**src/rtl/uart_crossrx_wr.sv**
```systemverilog
// Write-side framer for the UART cross-RX ring: writes received bytes into the RAM,
// closes frames on line idle, drops bad/overflowing frames, publishes one descriptor.
module uart_crossrx_wr #(
    parameter int ADDR_W      = 11,
    parameter int IDLE_CYCLES = 1000,
    parameter int MAX_FRAME   = 1024
) (
    input  logic              wrclock,
    input  logic              rst,
    input  logic [7:0]        rx_data,
    input  logic              rx_vld,
    input  logic              rx_err,
    input  logic [ADDR_W-1:0] rd_free_ptr,
    output logic [7:0]        ram_data,
    output logic [ADDR_W-1:0] ram_wraddress,
    output logic              ram_wren,
    output logic              frm_vld,
    output logic [ADDR_W-1:0] frm_start,
    output logic [ADDR_W-1:0] frm_len,
    input  logic              frm_ack,
    output logic [15:0]       drop_cnt
);

    localparam int CNT_W = (IDLE_CYCLES > 2) ? $clog2(IDLE_CYCLES) : 1;
    localparam logic [CNT_W-1:0]  IDLE_LAST = CNT_W'(IDLE_CYCLES - 1);
    localparam logic [ADDR_W-1:0] MAX_LEN   = ADDR_W'(MAX_FRAME);

    typedef enum logic [1:0] {
        S_IDLE = 2'd0,
        S_RECV = 2'd1,
        S_DROP = 2'd2
    } state_t;

    state_t              state_r, state_nxt_s;
    logic [ADDR_W-1:0]   wr_ptr_r, wr_ptr_nxt_s;
    logic [ADDR_W-1:0]   cur_start_r, cur_start_nxt_s;
    logic [ADDR_W-1:0]   cur_len_r, cur_len_nxt_s;
    logic [CNT_W-1:0]    idle_r, idle_nxt_s;
    logic [ADDR_W-1:0]   used_s;
    logic                full_s;
    logic                timeout_s;
    logic                wren_nxt_s;
    logic [ADDR_W-1:0]   waddr_nxt_s;
    logic [7:0]          wdata_nxt_s;
    logic                fvld_nxt_s;
    logic [ADDR_W-1:0]   fstart_nxt_s;
    logic [ADDR_W-1:0]   flen_nxt_s;
    logic                drop_inc_s;
    logic [15:0]         drop_nxt_s;

    function automatic logic [15:0] sat_inc16(input logic [15:0] v);
        return (v == 16'hFFFF) ? v : v + 16'd1;
    endfunction

    // Ring occupancy, idle counter next value and the idle-timeout condition.
    // The timeout looks at the counter value being loaded this cycle so that the
    // descriptor appears exactly IDLE_CYCLES after the cycle of the last byte.
    always_comb begin
        used_s = wr_ptr_r - rd_free_ptr;
        full_s = (used_s == {ADDR_W{1'b1}});
        if (rx_vld) begin
            idle_nxt_s = {CNT_W{1'b0}};
        end else if (idle_r == IDLE_LAST) begin
            idle_nxt_s = idle_r;
        end else begin
            idle_nxt_s = idle_r + CNT_W'(1);
        end
        timeout_s = !rx_vld && (idle_nxt_s == IDLE_LAST) && (state_r != S_IDLE);
    end

    // Framing FSM next-state, RAM write and descriptor holding-register logic.
    always_comb begin
        state_nxt_s     = state_r;
        wr_ptr_nxt_s    = wr_ptr_r;
        cur_start_nxt_s = cur_start_r;
        cur_len_nxt_s   = cur_len_r;
        wren_nxt_s      = 1'b0;
        waddr_nxt_s     = ram_wraddress;
        wdata_nxt_s     = ram_data;
        fvld_nxt_s      = frm_vld & ~frm_ack;
        fstart_nxt_s    = frm_start;
        flen_nxt_s      = frm_len;
        drop_inc_s      = 1'b0;

        case (state_r)
            S_IDLE: begin
                if (rx_vld) begin
                    if (!rx_err && !full_s) begin
                        wren_nxt_s      = 1'b1;
                        waddr_nxt_s     = wr_ptr_r;
                        wdata_nxt_s     = rx_data;
                        cur_start_nxt_s = wr_ptr_r;
                        cur_len_nxt_s   = ADDR_W'(1);
                        wr_ptr_nxt_s    = wr_ptr_r + ADDR_W'(1);
                        state_nxt_s     = S_RECV;
                    end else begin
                        state_nxt_s = S_DROP;
                    end
                end else begin
                    state_nxt_s = S_IDLE;
                end
            end
            S_RECV: begin
                if (rx_vld) begin
                    if (rx_err || full_s || (cur_len_r == MAX_LEN)) begin
                        wr_ptr_nxt_s = cur_start_r;
                        state_nxt_s  = S_DROP;
                    end else begin
                        wren_nxt_s    = 1'b1;
                        waddr_nxt_s   = wr_ptr_r;
                        wdata_nxt_s   = rx_data;
                        cur_len_nxt_s = cur_len_r + ADDR_W'(1);
                        wr_ptr_nxt_s  = wr_ptr_r + ADDR_W'(1);
                    end
                end else if (timeout_s) begin
                    // Commit only when the holding register is free (or being freed now)
                    if (!frm_vld || frm_ack) begin
                        fvld_nxt_s   = 1'b1;
                        fstart_nxt_s = cur_start_r;
                        flen_nxt_s   = cur_len_r;
                    end else begin
                        wr_ptr_nxt_s = cur_start_r;
                        drop_inc_s   = 1'b1;
                    end
                    state_nxt_s = S_IDLE;
                end else begin
                    state_nxt_s = S_RECV;
                end
            end
            S_DROP: begin
                if (timeout_s) begin
                    drop_inc_s  = 1'b1;
                    state_nxt_s = S_IDLE;
                end else begin
                    state_nxt_s = S_DROP;
                end
            end
            default: begin
                state_nxt_s = S_IDLE;
            end
        endcase

        if (drop_inc_s) begin
            drop_nxt_s = sat_inc16(drop_cnt);
        end else begin
            drop_nxt_s = drop_cnt;
        end
    end

    // State, pointer and registered-output update with synchronous reset.
    always_ff @(posedge wrclock) begin
        if (rst) begin
            state_r       <= S_IDLE;
            wr_ptr_r      <= {ADDR_W{1'b0}};
            cur_start_r   <= {ADDR_W{1'b0}};
            cur_len_r     <= {ADDR_W{1'b0}};
            idle_r        <= {CNT_W{1'b0}};
            ram_wren      <= 1'b0;
            ram_wraddress <= {ADDR_W{1'b0}};
            ram_data      <= 8'h00;
            frm_vld       <= 1'b0;
            frm_start     <= {ADDR_W{1'b0}};
            frm_len       <= {ADDR_W{1'b0}};
            drop_cnt      <= 16'h0000;
        end else begin
            state_r       <= state_nxt_s;
            wr_ptr_r      <= wr_ptr_nxt_s;
            cur_start_r   <= cur_start_nxt_s;
            cur_len_r     <= cur_len_nxt_s;
            idle_r        <= idle_nxt_s;
            ram_wren      <= wren_nxt_s;
            ram_wraddress <= waddr_nxt_s;
            ram_data      <= wdata_nxt_s;
            frm_vld       <= fvld_nxt_s;
            frm_start     <= fstart_nxt_s;
            frm_len       <= flen_nxt_s;
            drop_cnt      <= drop_nxt_s;
        end
    end

endmodule
```
**config.mk**
```make
export PLATFORM = sky130hd
export DESIGN_NAME = uart_crossrx_wr
export DESIGN_NICKNAME = d
export VERILOG_FILES = /design/src/rtl/uart_crossrx_wr.sv
export SDC_FILE = /design/constraint.sdc
export NUM_CORES = 1
export LEC_CHECK = 0
export BUFFER_PORTS_ARGS = -buffer_cell sky130_fd_sc_hd__buf_4
export CAP_MARGIN = 20
export CORE_UTILIZATION = 50
export CTS_CLUSTER_DIAMETER = 60
export DETAILED_ROUTE_END_ITERATION = 6
export GPL_ROUTABILITY_DRIVEN = 0
export MAX_ROUTING_LAYER = met4
export PLACE_DENSITY = 0.75
export SLEW_MARGIN = 40
export SYNTH_ARGS = -nofsm -noshare
export SYNTH_HDL_FRONTEND = slang
export SYNTH_SLANG_ARGS = --single-unit
export TNS_END_PERCENT = 30
```
**constraint.sdc**
```tcl
create_clock -name wrclock -period 2.7 [get_ports wrclock]
set_input_delay 0.405 -clock wrclock [delete_from_list [all_inputs] [get_ports wrclock]]
set_output_delay 0.405 -clock wrclock [all_outputs]
set_load 0.03 [all_outputs]
```
==> results.py <==
metrics = {
    "worst_hold_path": {
        "min_path_type": "input pin to flip-flop",
    },
    "pwr": {
        "comb_power_share": 0.131,
        "power_mw": 2.940,
        "p_seq_frac": 0.533,
        "p_per_area_nw_per_um2": 434.4,
        "switching_share": 0.2828,
        "clkPwrFrac": 0.336,
        "peakVddDrop_v": 0.0003762,
        "p_leak_nw": 3.050,
        "intPower_mw": 2.108,
        "p_switching_mw": 0.8314,
    },
    "logic_synthesis": {
        "syn-cell-area_um2": 5246,
        "netlist_instances": 582,
        "syn_nets": 626,
        "synth_edf_count": 0,
        "synthArstFlopShare": 0,
        "ys_ff_latch": 104,
        "synth_area_per_cell_um2": 9.014,
        "synthFlopType": "dfxtp_1",
        "yosysWarnings": 0,
        "ys_types": 60,
        "synth_seq_area_share": 0.3969,
    },
    "drt": {
        "drt_pre_antenna_iters": 5,
        "vias": 4696,
        "ant_nets": 0,
        "via_per_inst": 5.590,
        "routed_wl_um": 12780,
        "drc": 0,
        "wl_per_cell_um": 15.21,
        "drt_iter0_markers": 266,
    },
    "timing": {
        "fin_ws_ps": -113.5,
        "maxSlewViolCount": 0,
        "fmax_mhz": 355.4,
        "fin_skew_ps": 12.17,
        "setup_tns_ps": -333.4,
        "hold_violations": 0,
        "finalCriticalPeriod_ps": 2813,
        "slew-limit-headroom": 0.6764,
        "worst-slew-pin-transition_ps": 485.4,
        "grt_setup_unrepaired": "true",
        "fin_crit_sh": 1.042,
        "setup_viol": 6,
        "holdWs_ps": 259.6,
    },
    "setup_path": {
        "path_delay_family": "compound AO/OA/AOI/OAI gates",
        "path_cells": "inv_2, ha_4, fa_2, nand2b_4, a21oi_4, mux2i_1, a22oi_2, buf_4, a31oi_4, buf_8, mux2i_2, o32ai_2",
        "arrival_ps": 3070,
        "crit_required_ps": 2950,
        "critPathCaptureType": "flip-flop",
        "crit_fanout": 8,
        "crit_buf_inv": 3,
        "slowest_delay_ps": 380,
        "crit_slowest_cell": "dfxtp_2",
        "startpoint_type": "flip-flop",
        "critPathKind": "flip-flop to flip-flop",
    },
    "clock_network": {
        "cts.sinks": 104,
        "holdBufCountCts": 0,
        "cts_buffers": 9,
        "clk_path_buf_depth": 2,
        "root_buffer": "clkbuf_8",
        "h-tree-depth": 3,
        "path_clk_slew_ps": 120,
        "cts_tree": "yes",
        "clk_latency_ps": 370,
    },
    "job": {
        "cap_viol_max_count": 0,
    },
    "grt": {
        "grt_util_all_layers": 0.2415,
        "antenna_found_initial": 0,
        "grt_pass1_vias": 4478,
        "grt_pass1_wl_um": 21060,
        "overflow": 0,
        "grt_max_degree": 46,
    },
    "floorplan": {
        "dieWidth_um": 104.4,
        "die_area_um2": 10910,
        "initial_core_util": 0.5128,
        "dieHeight_um": 104.4,
        "num_rows": 37,
        "coreArea_um2": 10230,
        "pin_count": 83,
    },
    "status": {
        "outcome": "complete, but fails checks",
        "violations": "negative setup slack",
    },
    "cells_and_area": {
        "final_cell_mix": "buf_4, dfxtp_1, nor2_1, mux2i_1, inv_1",
        "antenna_cells": 0,
        "syn2layout_area_growth_pct": 28.98,
        "final_core_util": 0.6614,
        "layout.nets": 743,
        "fillers": 795,
        "drive_above_1_share": 0.2798,
        "layout_commonest_cell": "buf_4",
    },
    "place": {
        "portBuffers": 82,
        "place_hpwl_um": 8938,
    },
}
==> sequential cells by signal (all words and copies together) (netlist names), 10 cells and up <==
signal	flops
cur_len_r	11
drop_cnt	16
frm_start	11
cur_start_r	11
idle_r	10
ram_wraddress	11
frm_len	11
wr_ptr_r	11
==> final cells by class <==
| cell class | count | area (um^2) | share of cell area |
|---|---|---|---|
| Tap cell | 136 | 170.2 | 0.02515 |
| Clock inverter | 7 | 81.33 | 0.01202 |
| Timing Repair Buffer | 134 | 1089 | 0.1609 |
| Sequential cell | 104 | 2090 | 0.3088 |
| Inverter | 34 | 127.6 | 0.01886 |
| Clock buffer | 9 | 123.9 | 0.01831 |
| Multi-Input combinational cell | 416 | 3085 | 0.4560 |
==> power groups by stage <==
| stage | Combinational (mW) | Clock [mW] | Sequential, mW |
|---|---|---|---|
| finish | 0.386 | 0.987 | 1.57 |
| global route | 0.414 | 1.07 | 1.57 |
| CTS | 0.355 | 1.01 | 1.57 |
| detailed placement | 0.316 | 0 | 1.60 |
| global placement | 0.307 | 0 | 1.60 |
| floorplan | 0.189 | 0 | 1.62 |
==> cells in the mapped netlist (all sizes together) (11+ instances only) <==
cell      n  area share
dfxtp   104        0.40
ha       19       0.045
and3     11       0.013
a22oi    11       0.017
xor2     16       0.027
clkbuf   13      0.0093
mux2i    66        0.13
inv      34       0.024
nand4    13       0.016
nand2    23       0.016
or3      11       0.014
nor2     99       0.071
a21oi    21       0.021
buf      15       0.025
nand3    24       0.024
==> logic make-up after synthesis <==
| group | Yosys count | share of synthesized area |
|---|---|---|
| adders and majority gates | 20 | 0.04913 |
| DFF | 104 | 0.3969 |
| xor gates and xnor gates | 25 | 0.04174 |
| and+or+nand+nor | 218 | 0.2034 |
| muxes | 67 | 0.1281 |
| buffers and inverters | 62 | 0.05891 |
| AOI/OAI and AO/OA | 86 | 0.1219 |
==> worst register-to-register path, stage by stage, from the launching register on <==
cell and delay, ps:
dfxtp_2 380, inv_2 60, ha_4 160, fa_2 360, nand2b_4 170, a21oi_4 160, mux2i_1 240, a22oi_2 150
buf_4 180, a31oi_4 250, buf_8 180, mux2i_2 280, o32ai_2 140
==> layer usage <==
layer	vias to the layer above	global-route usage	wire [um]	part of all wire
met5	-	-	0	0
met4	0	0.08163	312	0.024
met3	32	0.04073	524	0.041
met2	140	0.4063	6347	0.50
met1	2230	0.2923	5589	0.44
li1	2294	-	-	-
==> timing repair <==
item	4_1_cts	5_1_grt
setup endpoints to repair	55	57
setup buffers	11	3
cloned	1	0
gates resized for setup	27	32
pin swaps	9	17
==> final timing paths <==
check | cells after the start | end | slack [ps] | startpoint
setup / recovery | 12 | wr_ptr_r[3]$_SDFFE_PP0P_ | -110 | wr_ptr_r[0]$_SDFFE_PP0P_
setup reg to reg | 12 | wr_ptr_r[3]$_SDFFE_PP0P_ | -110 | wr_ptr_r[0]$_SDFFE_PP0P_
hold reg to reg | 2 | state_r[0]$_SDFFE_PP0P_ | 500 | state_r[0]$_SDFFE_PP0P_
hold / removal | 3 | ram_data[4]$_SDFFE_PP0P_ | 260 | rx_data[4]
==> through the flow <==
step	setup slack, ps	cells	cell area, um^2
floorplan	-1.376	582	5251
global placement	-257.9	810	6172
detailed placement	-377.6	810	6172
CTS	-41.47	837	6579
global route	-171.8	840	6766
finish	-113.5	840	6766
(Power assumes the default switching activity.)
